File: src/rtl/keypad_scanner.sv
// keypad_scanner: 4x4 matrix keypad scanner with a two-digit key history.
// Columns are driven one-hot-low in turn. A single closed key stops the
// scan, and the key is committed into value2 (the old value2 moves to
// value1) with a one-cycle new_key pulse. The scan resumes once the key
// is released.
//
// Build option: define KEYPAD_DEBOUNCE_EN to require DEBOUNCE_CYCLES stable
// samples before a press or a release is accepted. Without it, a press
// commits one cycle after detection and the first all-high sample ends a
// hold. DEBOUNCE_CYCLES has no effect in that build.
// state_dbg exposes the FSM state register for observation.
module keypad_scanner #(
    parameter int SCAN_DIV        = 20000,
    parameter int DEBOUNCE_CYCLES = 400000
) (
    input  logic       clk,
    input  logic       reset,
    input  logic [3:0] rows,
    output logic [3:0] cols,
    output logic [3:0] value1,
    output logic [3:0] value2,
    output logic       new_key,
    output logic [1:0] state_dbg
);

    // Reject parameter values the timing arithmetic below cannot support.
    if (SCAN_DIV < 4 || DEBOUNCE_CYCLES < 2) begin : g_bad_params
        $error("keypad_scanner: need SCAN_DIV >= 4 and DEBOUNCE_CYCLES >= 2");
    end

    localparam int SW = $clog2(SCAN_DIV);
    localparam logic [SW-1:0] SCAN_LAST = SW'(SCAN_DIV - 1);

`ifdef KEYPAD_DEBOUNCE_EN
    // The detection (or first all-high) cycle is the first stable sample, so
    // the counter only has to cover the remaining DEBOUNCE_CYCLES-1 samples.
    localparam int DW = (DEBOUNCE_CYCLES > 2) ? $clog2(DEBOUNCE_CYCLES - 1) : 1;
    localparam logic [DW-1:0] DEB_LAST = DW'(DEBOUNCE_CYCLES - 2);

    typedef enum logic [1:0] {
        SCAN     = 2'd0,
        DEBOUNCE = 2'd1,
        HELD     = 2'd2,
        RELEASE  = 2'd3
    } state_t;

    logic [DW-1:0] deb_cnt;
    logic [3:0]    lat_rows;
    logic [3:0]    pend_code;
`else
    typedef enum logic [1:0] {
        SCAN = 2'd0,
        HELD = 2'd2
    } state_t;
`endif

    state_t        state;
    logic [1:0]    col;
    logic [1:0]    next_col;
    logic [SW-1:0] dwell;
    logic [3:0]    rs_meta;
    logic [3:0]    rs;
    logic          one_low;
    logic [1:0]    low_row;
    logic [3:0]    key_code;

    function automatic logic [3:0] col_drive(input logic [1:0] c);
        return ~(4'b0001 << c);
    endfunction

    function automatic logic [3:0] decode_key(input logic [1:0] r, input logic [1:0] c);
        logic [3:0] code;
        code = 4'h0;
        case ({r, c})
            4'h0: code = 4'h1;
            4'h1: code = 4'h2;
            4'h2: code = 4'h3;
            4'h3: code = 4'hA;
            4'h4: code = 4'h4;
            4'h5: code = 4'h5;
            4'h6: code = 4'h6;
            4'h7: code = 4'hB;
            4'h8: code = 4'h7;
            4'h9: code = 4'h8;
            4'hA: code = 4'h9;
            4'hB: code = 4'hC;
            4'hC: code = 4'hE;
            4'hD: code = 4'h0;
            4'hE: code = 4'hF;
            4'hF: code = 4'hD;
        endcase
        return code;
    endfunction

    assign next_col  = col + 2'd1;
    assign key_code  = decode_key(low_row, col);
    assign state_dbg = state;

    // Two-flop synchronizer for the asynchronous row lines; idle is all high.
    always_ff @(posedge clk or negedge reset) begin
        if (!reset) begin
            rs_meta <= 4'b1111;
            rs      <= 4'b1111;
        end else begin
            rs_meta <= rows;
            rs      <= rs_meta;
        end
    end

    // Exactly one low row is a candidate press; anything else is ignored.
    always_comb begin
        one_low = 1'b1;
        low_row = 2'd0;
        case (rs)
            4'b1110: low_row = 2'd0;
            4'b1101: low_row = 2'd1;
            4'b1011: low_row = 2'd2;
            4'b0111: low_row = 2'd3;
            default: one_low = 1'b0;
        endcase
    end

    // Scan / debounce / hold state machine with registered outputs.
    always_ff @(posedge clk or negedge reset) begin
        if (!reset) begin
            state     <= SCAN;
            col       <= 2'd0;
            cols      <= 4'b1110;
            dwell     <= '0;
            value1    <= 4'h0;
            value2    <= 4'h0;
            new_key   <= 1'b0;
`ifdef KEYPAD_DEBOUNCE_EN
            deb_cnt   <= '0;
            lat_rows  <= 4'b1111;
            pend_code <= 4'h0;
`endif
        end else begin
            new_key <= 1'b0;
            case (state)
                SCAN: begin
                    if (dwell == SCAN_LAST) begin
                        dwell <= '0;
                        if (one_low) begin
`ifdef KEYPAD_DEBOUNCE_EN
                            lat_rows  <= rs;
                            pend_code <= key_code;
                            deb_cnt   <= '0;
                            state     <= DEBOUNCE;
`else
                            value1  <= value2;
                            value2  <= key_code;
                            new_key <= 1'b1;
                            state   <= HELD;
`endif
                        end else begin
                            col  <= next_col;
                            cols <= col_drive(next_col);
                        end
                    end else begin
                        dwell <= dwell + 1'b1;
                    end
                end
`ifdef KEYPAD_DEBOUNCE_EN
                DEBOUNCE: begin
                    if (rs != lat_rows) begin
                        state <= SCAN;
                        dwell <= '0;
                        col   <= next_col;
                        cols  <= col_drive(next_col);
                    end else if (deb_cnt == DEB_LAST) begin
                        value1  <= value2;
                        value2  <= pend_code;
                        new_key <= 1'b1;
                        state   <= HELD;
                    end else begin
                        deb_cnt <= deb_cnt + 1'b1;
                    end
                end
                HELD: begin
                    if (rs == 4'b1111) begin
                        deb_cnt <= '0;
                        state   <= RELEASE;
                    end
                end
                RELEASE: begin
                    if (rs != 4'b1111) begin
                        state <= HELD;
                    end else if (deb_cnt == DEB_LAST) begin
                        state <= SCAN;
                        dwell <= '0;
                        col   <= next_col;
                        cols  <= col_drive(next_col);
                    end else begin
                        deb_cnt <= deb_cnt + 1'b1;
                    end
                end
`else
                HELD: begin
                    if (rs == 4'b1111) begin
                        state <= SCAN;
                        dwell <= '0;
                        col   <= next_col;
                        cols  <= col_drive(next_col);
                    end
                end
`endif
                default: state <= SCAN;
            endcase
        end
    end

endmodule

File: config.mk
export PLATFORM = sky130hd
export DESIGN_NAME = keypad_scanner
export DESIGN_NICKNAME = d
export VERILOG_FILES = /design/src/rtl/keypad_scanner.sv
export SDC_FILE = /design/constraint.sdc
export NUM_CORES = 1
export LEC_CHECK = 0
export BUFFER_PORTS_ARGS = -buffer_cell sky130_fd_sc_hd__buf_2
export CORE_MARGIN = 4
export CORE_UTILIZATION = 35
export CTS_CLUSTER_DIAMETER = 80
export DETAILED_ROUTE_END_ITERATION = 12
export GPL_TIMING_DRIVEN = 0
export PLACE_DENSITY = 0.53
export REMOVE_ABC_BUFFERS = 1
export SLEW_MARGIN = 20
export SYNTH_ARGS = -nofsm -noshare
export SYNTH_HDL_FRONTEND = slang
export SYNTH_SLANG_ARGS = --single-unit
File: constraint.sdc
create_clock -name clk -period 1.7 [get_ports clk]
set_input_delay 0.34 -clock clk [delete_from_list [all_inputs] [get_ports clk]]
set_output_delay 0.34 -clock clk [all_outputs]
set_load 0.02 [all_outputs]
==> summary.md <==
| Metric | Value |
|---|---|
| Total inserted antenna cells | 0 |
| Commonest cells post-synth | dfrtp_1 (28), nand2_1 (13), dfstp_2 (11) |
| Insertion delay to the later sink of the worst-skew pair | between 0.2 and 0.3 ns |
| Area growth from synthesis to layout | 21.4% |
| Top cell type's share of synthesized area | 0.321 |
| Post-Syn Instances | approximately 200 |
| Routed WL | roughly 4.6 mm |
| Syn avg cell area | ~11 um^2 |
| Largest delay contributor family on the critical path | simple AND/OR/NAND/NOR gates |
| First-iteration detailed-routing DRC count | ~120 |
| RSZ-0062 raised after global routing | yes |
| Antenna violations before repair | 0 |
| Total number of H-tree levels | 2 |
| Clock tree sinks | 39 |
| Max-slew violation count | 0 |
| Req. time, crit path | approximately 1.9 ns |
| X dimension of the die | a little under 90 um |
| PD cells | around 640 nW/um^2 |
| Most used standard cell by instance count after synthesis | dfrtp_1 |
| First-pass GRT wire length | slightly below 8 mm |
| Kind of critical path | reg -> reg |
| Number of standard-cell rows in the floorplan | 28 |
| Post-layout net count | approximately 250 |
| Largest buffer count on any clock path | 2 |
| R2R Setup Slk | between 0.006 and 0.007 ns |
| Count of TritonRoute iterations in the first routing pass | 4 |
| Count of buffers inserted at the top-level ports | 19 |
| Library cell contributing the largest single delay on the critical path | dfrtp_2 |
| Dominant synthesized flop cell | dfrtp_1 |
| Total I/O pin count | 21 |
| Total leakage power | 0.00117 uW |
| Setup crit start kind | register |
| Design Power | ~1700 uW |
| Fmax | about 590 MHz |
| CP cell instances | nor4b_4 -> nand4b_1 -> o22a_4 -> mux2_4 |
| Share of post-route cells with drive strength above 1 | 0.409 |
| Internal Dissipation | approximately 1300 uW |
| Core utilization of the finished layout | 0.442 |
| Number of antenna-violating nets in the routed design | 0 |
| Share of synthesized area occupied by flip-flops and latches | 0.454 |
| Placer Congestion | between 0.7 and 0.8 |
| Sw Share | 0.234 |
| Final hold slack | between 0.1 and 0.15 ns |
| Count of state elements after synthesis | 39 |
| Setup violators final | 0 |
| DP Wirelength | between 2 and 3 mm |
| Starting utilization of the core area | 0.364 |
| Async set or reset register ratio after synthesis | 1.00 |
| Clock tree root driver cell | clkbuf_8 |
| Slew HR | 0.430 |
| Average detailed-routed wire length per instance | roughly 15 um |
| Area enclosed by the die boundary | 7560 um^2 |
| Reported net switching power | 400 uW |
| Vias in the first global route | 1523 |
| Clock share of power | 0.394 |
| Multi-input gate area | roughly 1100 um^2 |
| CP Buf/Inv Count | 0 |
| Clock-pin slew reported for the worst setup and hold paths after clock tree synthesis | 0.08 ns |
| Worst Max-Slew Pin Slew | 0.855 ns |
| Largest stage delay on the critical path | around 0.48 ns |
| Drt drc | 0 |
| Cell variety after synth | 55 |
| Time the worst path needs with I/O delays and setup | about 1.7 ns |
| Comb power frac | 0.045 |
| Tot GR Track Use | 0.128 |
| Crit path arrival time | 1.88 ns |
| Count of flip-flops with a built-in enable after synthesis | 0 |
| Ratio of routed vias to standard cells | 5.32 |
| Post-synthesis cell type with the largest combined area | dfrtp_1 |
| Count of endpoints failing hold in the final timing report | 0 |
| Sequential share of power | 0.560 |
| Worst hold path type | in -> reg |
| YS warnings | 0 |
| Pin count of the biggest net entering global routing | 40 |
| Post-synthesis instance area | about 2200 um^2 |
| Placeable core region | approximately 6000 um^2 |
| Final global-route overflow total | 0 |
| Routed vias | between 1500 and 2000 |
| Share of the cycle needed by the critical path after routing | 0.996 |
| Chip Height | between 80 and 90 um |
| Number of filler cells placed in the layout | about 570 |
| Top area cells in the synthesized netlist | dfrtp_1 (32%), dfstp_2 (13%), mux2_2 (4.1%) |
| Outcome | finished, final reports clean |
| TritonCTS clock tree | built |
| Number of buffers inserted during clock tree synthesis | 5 |
| Final worst clock skew | roughly 0.0046 ns |
| Peak VDD IR | around 0.4 mV |
| Endpoint kind of the worst setup timing path | register |
| Sequential cell area in the final layout | around 1000 um^2 |
| CP Max Fanout | 7 |
| Maximum Capacitance Violations | 0 |
==> what timing repair did <==
action,in CTS,in global routing
gates cloned,0,1
pin swaps,3,8
setup buffers,15,6
setup endpoints to repair,29,19
resized for setup,16,12
hold buffers,0,0
==> placed cells by master (no fill, tap or decap), types with 6 or more instances in the layout <==
master	synthesis	layout
dfrtp_1	28	22
dfstp_2	11	11
a21oi_1	6	6
ha_1	7	6
mux2_2	8	8
mux2i_1	6	6
nor2_1	9	7
inv_1	10	10
buf_4	1	18
nor3_1	7	7
clkbuf_8	0	6
nand2_1	13	13
buf_2	5	19
==> final timing paths <==
kind,start,depth (start not counted),to
max,dwell[5]$_DFFE_PN0P_,4,col[1]$_DFFE_PN0P_
min,rows[0],1,rs_meta[0]$_DFF_PN1_
max reg2reg,dwell[5]$_DFFE_PN0P_,4,col[1]$_DFFE_PN0P_
min reg2reg,rs_meta[0]$_DFF_PN1_,0,rs[0]$_DFF_PN1_
max in group asynchronous,reset,1,state_dbg[1]$_DFFE_PN0P_
min in group asynchronous,reset,1,value2[1]$_DFFE_PN0P_
==> area by class of cell <==
cell class                 count  share of cell area
sequential                    39               0.377
clock buffer                   6              0.0312
multi-input combinational    138               0.433
clock inverter                 2             0.00567
tap                           75              0.0354
timing repair buffer          40               0.103
inverter                      10              0.0142
==> power groups by stage <==
stage          sequential, uW  clock, uW  combinational [uW]
2_1_floorplan             976          0                28.0
3_3_place_gp              982          0                55.4
3_5_place_dp              982          0                56.0
4_1_cts                   956        702                73.3
5_1_grt                   959        754                88.4
6_report                  957        673                76.9
==> registers in the layout, summed over array words and instances, names as in the netlist <==
| register | flops |
|---|---|
| dwell | 15 |
| cols | 4 |
| rs | 4 |
| rs_meta | 4 |
| value1 | 4 |
| value2 | 4 |
| col | 2 |
| new_key | 1 |
| state_dbg | 1 |
==> per-stage QoR <==
stage	TNS (ns)	worst slack [ns]	instance area [um^2]	std cells
after global placement	-5.68	-0.479	2260	280
after CTS	0	0.00374	2530	303
after floorplan	-0.757	-0.181	2070	186
after detailed placement	-6.09	-0.476	2260	280
final	0	0.00649	2650	310
after global routing	-0.402	-0.0516	2650	310
==> cells by family after synthesis <==
family | count (synthesis) | share of synthesized area
AO/OA/AOI/OAI | 36 | 0.123
XOR/XNOR | 4 | 0.0161
adder cells (fa/ha/maj) | 8 | 0.0447
buffers and inverters | 25 | 0.0682
flip-flops | 39 | 0.454
multiplexers | 15 | 0.0757
other | 1 | 0.00172
AND/OR/NAND/NOR | 73 | 0.217
==> layer usage <==
layer,share of wire,global-route usage,vias to the layer above
met5,0,0,-
met4,0.0065,0.0425,0
met3,0.043,0.0293,5
met2,0.46,0.181,36
met1,0.49,0.191,801
li1,-,-,806
==> worst reg2reg max path: cells and delay by family (launching register included) <==
family	cells	cell delay [ns]
compound gates	1	0.30
flops	1	0.48
mux	1	0.29
simple gates	2	0.52
No activity file was read; power rests on OpenSTA's default activity.
